==> config.mk <==
export PLATFORM = sky130hd
export DESIGN_NAME = mem_sequencer
export DESIGN_NICKNAME = d
export VERILOG_FILES = /design/src/rtl/mem_sequencer.sv
export SDC_FILE = /design/constraint.sdc
export NUM_CORES = 1
export LEC_CHECK = 0
export ABC_AREA = 1
export BUFFER_PORTS_ARGS = -buffer_cell sky130_fd_sc_hd__buf_2
export CAP_MARGIN = 20
export CORE_MARGIN = 4
export CORE_UTILIZATION = 40
export DETAILED_ROUTE_END_ITERATION = 12
export PLACE_DENSITY = 0.63
export SLEW_MARGIN = 20
export SYNTH_ARGS = -nofsm -noshare
export SYNTH_HDL_FRONTEND = slang
export SYNTH_SLANG_ARGS = --single-unit
==> constraint.sdc <==
create_clock -name clk -period 3.85 [get_ports clk]
set_input_delay 0.385 -clock clk [delete_from_list [all_inputs] [get_ports clk]]
set_output_delay 0.385 -clock clk [all_outputs]
set_load 0.005 [all_outputs]
==> src/rtl/mem_sequencer.sv <==
// mem_sequencer: arbitrates CPU and sprite-fetch access to the
// single CHIP-8 memory port; splits writes and wrapping reads.
module mem_sequencer #(
  parameter int MAX_LEN = 15,
  parameter int ADDR_W  = 12
) (
  input  logic                   clk,
  input  logic                   rst,
  input  logic                   cpu_req,
  input  logic                   cpu_we,
  input  logic [ADDR_W-1:0]      cpu_addr,
  input  logic [3:0]             cpu_len,
  input  logic [8*MAX_LEN-1:0]   cpu_wdata,
  output logic                   cpu_ack,
  output logic [8*MAX_LEN-1:0]   cpu_rdata,
  input  logic                   gfx_req,
  input  logic [ADDR_W-1:0]      gfx_addr,
  input  logic [3:0]             gfx_len,
  output logic                   gfx_ack,
  output logic [8*MAX_LEN-1:0]   gfx_rdata,
  output logic                   mem_we,
  output logic [ADDR_W-1:0]      mem_addr,
  output logic [7:0]             mem_wdata,
  output logic [3:0]             mem_len,
  input  logic [8*MAX_LEN-1:0]   mem_rdata,
  output logic                   busy
);

  localparam int DW = 8 * MAX_LEN;

  typedef enum logic [2:0] {
    IDLE, RD_ISSUE, RD_CAPT, WR,
    RDB, RDB_DRAIN, DONE
  } state_t;

  state_t            state;
  logic              last_gfx;
  logic              sel_gfx;
  logic              first;
  logic [3:0]        rlen;
  logic [3:0]        cnt;
  logic [ADDR_W-1:0] nxt_addr;
  logic [DW-1:0]     wbuf;
  logic [DW-1:0]     rbuf;

  logic              pick_cpu;
  logic              pick_gfx;
  logic [ADDR_W-1:0] g_addr;
  logic [3:0]        g_len;
  logic              g_we;
  logic [ADDR_W:0]   g_end;
  logic              g_split;
  logic [DW-1:0]     wal;
  logic [DW-1:0]     split_res;

  function automatic logic [DW-1:0] lo_mask(
    input logic [3:0] n
  );
    lo_mask = ~({DW{1'b1}} << {n, 3'b000});
  endfunction

  // grant choice and request decode for the IDLE cycle
  always_comb begin
    pick_cpu = cpu_req && (!gfx_req || last_gfx);
    pick_gfx = gfx_req && !pick_cpu;
    g_addr   = pick_cpu ? cpu_addr : gfx_addr;
    g_len    = pick_cpu ? cpu_len : gfx_len;
    g_we     = pick_cpu && cpu_we;
    g_end    = {1'b0, g_addr}
             + {{(ADDR_W-3){1'b0}}, g_len};
    g_split  = g_end > {1'b1, {ADDR_W{1'b0}}};
    wal      = cpu_wdata
             << {4'(MAX_LEN) - cpu_len, 3'b000};
    split_res = {rbuf[DW-9:0], mem_rdata[7:0]};
  end

  // sequencer FSM with registered port and memory outputs
  always_ff @(posedge clk) begin
    if (rst) begin
      state     <= IDLE;
      last_gfx  <= 1'b1;
      sel_gfx   <= 1'b0;
      first     <= 1'b0;
      rlen      <= '0;
      cnt       <= '0;
      nxt_addr  <= '0;
      wbuf      <= '0;
      rbuf      <= '0;
      cpu_ack   <= 1'b0;
      gfx_ack   <= 1'b0;
      cpu_rdata <= '0;
      gfx_rdata <= '0;
      mem_we    <= 1'b0;
      mem_addr  <= '0;
      mem_wdata <= '0;
      mem_len   <= '0;
      busy      <= 1'b0;
    end else begin
      cpu_ack <= 1'b0;
      gfx_ack <= 1'b0;
      unique case (state)
        IDLE: begin
          if (pick_cpu || pick_gfx) begin
            sel_gfx  <= pick_gfx;
            last_gfx <= pick_gfx;
            busy     <= 1'b1;
            rlen     <= g_len;
            cnt      <= 4'd1;
            first    <= 1'b1;
            rbuf     <= '0;
            nxt_addr <= g_addr + ADDR_W'(1);
            if (g_len == 4'd0) begin
              state <= DONE;
              if (pick_gfx) begin
                gfx_ack   <= 1'b1;
                gfx_rdata <= '0;
              end else begin
                cpu_ack   <= 1'b1;
                cpu_rdata <= '0;
              end
            end else if (g_we) begin
              state     <= WR;
              mem_we    <= 1'b1;
              mem_addr  <= g_addr;
              mem_wdata <= wal[DW-1 -: 8];
              wbuf      <= wal << 8;
            end else if (g_split) begin
              state    <= RDB;
              mem_addr <= g_addr;
              mem_len  <= 4'd1;
            end else begin
              state    <= RD_ISSUE;
              mem_addr <= g_addr;
              mem_len  <= g_len;
            end
          end
        end
        RD_ISSUE: begin
          mem_len <= '0;
          state   <= RD_CAPT;
        end
        RD_CAPT: begin
          state <= DONE;
          if (sel_gfx) begin
            gfx_ack   <= 1'b1;
            gfx_rdata <= mem_rdata & lo_mask(rlen);
          end else begin
            cpu_ack   <= 1'b1;
            cpu_rdata <= mem_rdata & lo_mask(rlen);
          end
        end
        WR: begin
          if (cnt == rlen) begin
            mem_we  <= 1'b0;
            state   <= DONE;
            cpu_ack <= 1'b1;
          end else begin
            mem_addr  <= nxt_addr;
            nxt_addr  <= nxt_addr + ADDR_W'(1);
            mem_wdata <= wbuf[DW-1 -: 8];
            wbuf      <= wbuf << 8;
            cnt       <= cnt + 4'd1;
          end
        end
        RDB: begin
          if (!first) rbuf <= split_res;
          first <= 1'b0;
          if (cnt == rlen) begin
            mem_len <= '0;
            state   <= RDB_DRAIN;
          end else begin
            mem_addr <= nxt_addr;
            nxt_addr <= nxt_addr + ADDR_W'(1);
            cnt      <= cnt + 4'd1;
          end
        end
        RDB_DRAIN: begin
          state <= DONE;
          if (sel_gfx) begin
            gfx_ack   <= 1'b1;
            gfx_rdata <= split_res;
          end else begin
            cpu_ack   <= 1'b1;
            cpu_rdata <= split_res;
          end
        end
        DONE: begin
          mem_we <= 1'b0;
          busy   <= 1'b0;
          state  <= IDLE;
        end
        default: state <= IDLE;
      endcase
    end
  end

endmodule

==> out/results.ini <==
[power]
clock_power_share_pct = 24.0
power.net_switching_w = 0.0102
powerDensity_nw_per_um2 = 780
power_leakage_nw = 14.1
pwr-share-seq_pct = 33.4
ir_worst_vdd_uv = 921
intPower_w = 0.0137
sw_frac_of_total_pct = 42.5
p_comb_share_pct = 42.6

[flow_run]
maxCapViolCount = 0

[sta]
slew_headroom_pct = 27.9
timing_hold_violations_final = 0
rsz0062_at_grt = no
finClkSkew_ps = 73.8
fmax_ghz = 0.298
slew_viol_final = 0
worst_slack_ps = 492
worstMarginPinSlew_ps = 1080
fin_crit_ps = 3360
setup_tns_ps = 0
min_period_over_period_pct = 87.2
setup_viol_count_final = 0

[logic_synthesis]
synth_area_leaders = dfxtp_1 (41%), o21ai_0 (12%), nand2_1 (9.0%)
synth.distinct_cells = 45
synth_top_area_cell = dfxtp_1
synth_area_um2 = 25400
synth_common_cells = o21ai_0 (613), nand2_1 (607), nor2_1 (585), dfxtp_1 (518), inv_1 (271)
ys_seq_area_share_pct = 40.7
ys.flop_type = dfxtp_1
synth_warnings = 0
postSynthNetCount = 4027
avgSynthCellArea_um2 = 6.80
ys_async_sr_fraction_pct = 0
synth_edf_count = 0
ys_seq_elements = 518
postSynthCellCount = 3743
synth_top_area_share_pct = 40.7
synthMostInstantiatedCell = o21ai_0

[worst_setup_path]
critPathMaxFanout = 65
critical-path-top-delay-family = buffers and inverters
slowest_delay_ps = 490
critPathLaunchType = flip-flop
cp_cell_sequence = nor2_1, inv_1, nor2_1, inv_1, nor3_1, inv_1, o21ai_0, clkinv_1, nand2_2, nor2_2, inv_2, o21ai_4, inv_4, buf_4, a21oi_1, a211oi_1
cpMostUsedCell = inv_1
critPathCaptureType = flip-flop
rr_startpoint = state[1]
cpMaxStageDelayCell = inv_4
crit_buf_inv = 7
worst-setup-path-type = flip-flop to flip-flop
cp_data_required_time_ps = 4380
startpoint = state[1]
arrival_ps = 3890

[floorplan]
die_area_um2 = 67700
fp.dieH_um = 260
io_pins = 545
core_area_um2 = 63100
initial_core_util_pct = 40.3
rows = 92
die_width_um = 260

[drt]
initialDrtViolationCount = 2381
ant_nets = 0
met3_length_um = 6590
via_per_inst = 5.45
vias = 27300
wl_per_cell_um = 19.9
routed.top_layer = met5
wl_met1_um = 42900
wl_met2_um = 46400
wl_um = 99600
drc_errors = 0
dr.pass1.iters = 6

[clock_network]
cts_root_buf = clkbuf_16
cts_setup_buffers = 0
cts_resized = 0
cts_buffers = 56
cts_max_level = 2
clk_pin_slew_ps = 60
hold_buffers = 7
clockBufferDepth = 3
cts_tree = yes
cts_sinks = 518
clkLatencyLatePin_ps = 650

[min_path]
min-delay-start = mem_rdata[0]
min_path_type = input pin to flip-flop

[place]
post-place-ws_ps = 453
gp_congestion = 0.923
place_hpwl_um = 70300
placed_area_um2 = 28600
port_buffers = 544

[grt]
grt_usage_pct = 28.1
antenna_found_initial = 23
grt_max_degree = 148
grt_pass1_wl_um = 152000
grt_pass1_vias = 25900
grt-ovfl-total = 0

[layout]
fin_area_um2 = 30700
syn_to_final_growth_pct = 20.5
nets = 4381
final_layout_size_suffix_gt1_share_pct = 17.7
final_core_util_pct = 48.6

[status]
status = completed

==> sequential cells by signal (all words and copies together) (netlist names) <==
| signal | cells |
|---|---|
| mem_wdata | 8 |
| mem_len | 4 |
| first | 1 |
| state | 3 |
| gfx_ack | 1 |
| rbuf | 112 |
| gfx_rdata | 120 |
| rlen | 4 |
| cpu_rdata | 120 |
| cnt | 4 |
| cpu_ack | 1 |
| busy | 1 |
| mem_we | 1 |
| last_gfx | 1 |
| mem_addr | 12 |
| sel_gfx | 1 |
| nxt_addr | 12 |
| wbuf | 112 |
==> worst paths after layout <==
kind,end,depth (start not counted),slack (ps)
worst max-delay path,rbuf[53],16,490
worst min-delay path,rbuf[0],3,20
worst max register to register,rbuf[53],16,490
worst min register to register,mem_wdata[7],2,440
==> worst min-delay path, delay by kind of cell <==
family | cells | cell delay [ps]
AND/OR/NAND/NOR | 1 | 100
buffers and inverters | 1 | 90
AO/OA/AOI/OAI | 1 | 60
==> layout make-up <==
cell class              count  area [um^2]
flip-flops and latches    518        10400
clock buffers              80         1660
repair buffers            606         3360
well taps                 846         1060
fillers                  6522        32400
diodes                     11         27.5
inverters                 288         1100
multi-input cells        2627        12800
clock inverters            22          310
==> placed cells by master (no fill, tap or decap), drive strengths merged, types with 2 or more instances in the layout <==
cell type	count
nor4	2
o22ai	110
dlygate4sd3	7
inv	285
buf	599
mux2i	12
xnor2	6
o221ai	14
or2	5
diode	11
nand4	6
a22oi	2
clkinvlp	4
dfxtp	518
ha	6
a32o	24
bufinv	5
a211oi	135
nor3	8
nand3	126
clkinv	16
a22o	5
nor2	587
a31oi	28
nand3b	3
a221oi	9
o211ai	22
nand2	612
a21oi	263
clkbuf	80
o21ai	629
xor2	9
==> metrics by stage <==
step	total power (W)	cells	hold slack, ps
floorplan	0.0147	3743	424
finish	0.0239	4998	23.4
detailed placement	0.0182	4878	434
CTS	0.0240	4987	0.288
global placement	0.0181	4878	433
global route	0.0257	4993	11.6
==> per-layer routing <==
| layer | up-vias | global-route usage (%) |
|---|---|---|
| met5 | - | 0 |
| met4 | 18 | 9.89 |
| met3 | 195 | 5.76 |
| met2 | 938 | 46.2 |
| met1 | 12800 | 36.6 |
| li1 | 13300 | - |
==> cells by family after synthesis <==
group                    after synthesis  share of synthesized area, %
AND/OR/NAND/NOR                     1350                          21.0
AO/OA/AOI/OAI                       1243                          27.7
buffers and inverters                598                          9.23
flip-flops                           518                          40.7
XOR/XNOR                              15                         0.516
multiplexers                          12                         0.472
adder cells (fa/ha/maj)                7                         0.374
==> power by group through the flow <==
stage               sequential, W  clock (W)  combinational [W]
floorplan                 0.00787          0            0.00683
global placement          0.00808          0            0.00998
detailed placement        0.00807          0             0.0101
CTS                       0.00799    0.00583             0.0102
global route              0.00815    0.00604             0.0115
finish                    0.00800    0.00573             0.0102
Power figures use the tool's default switching activity.
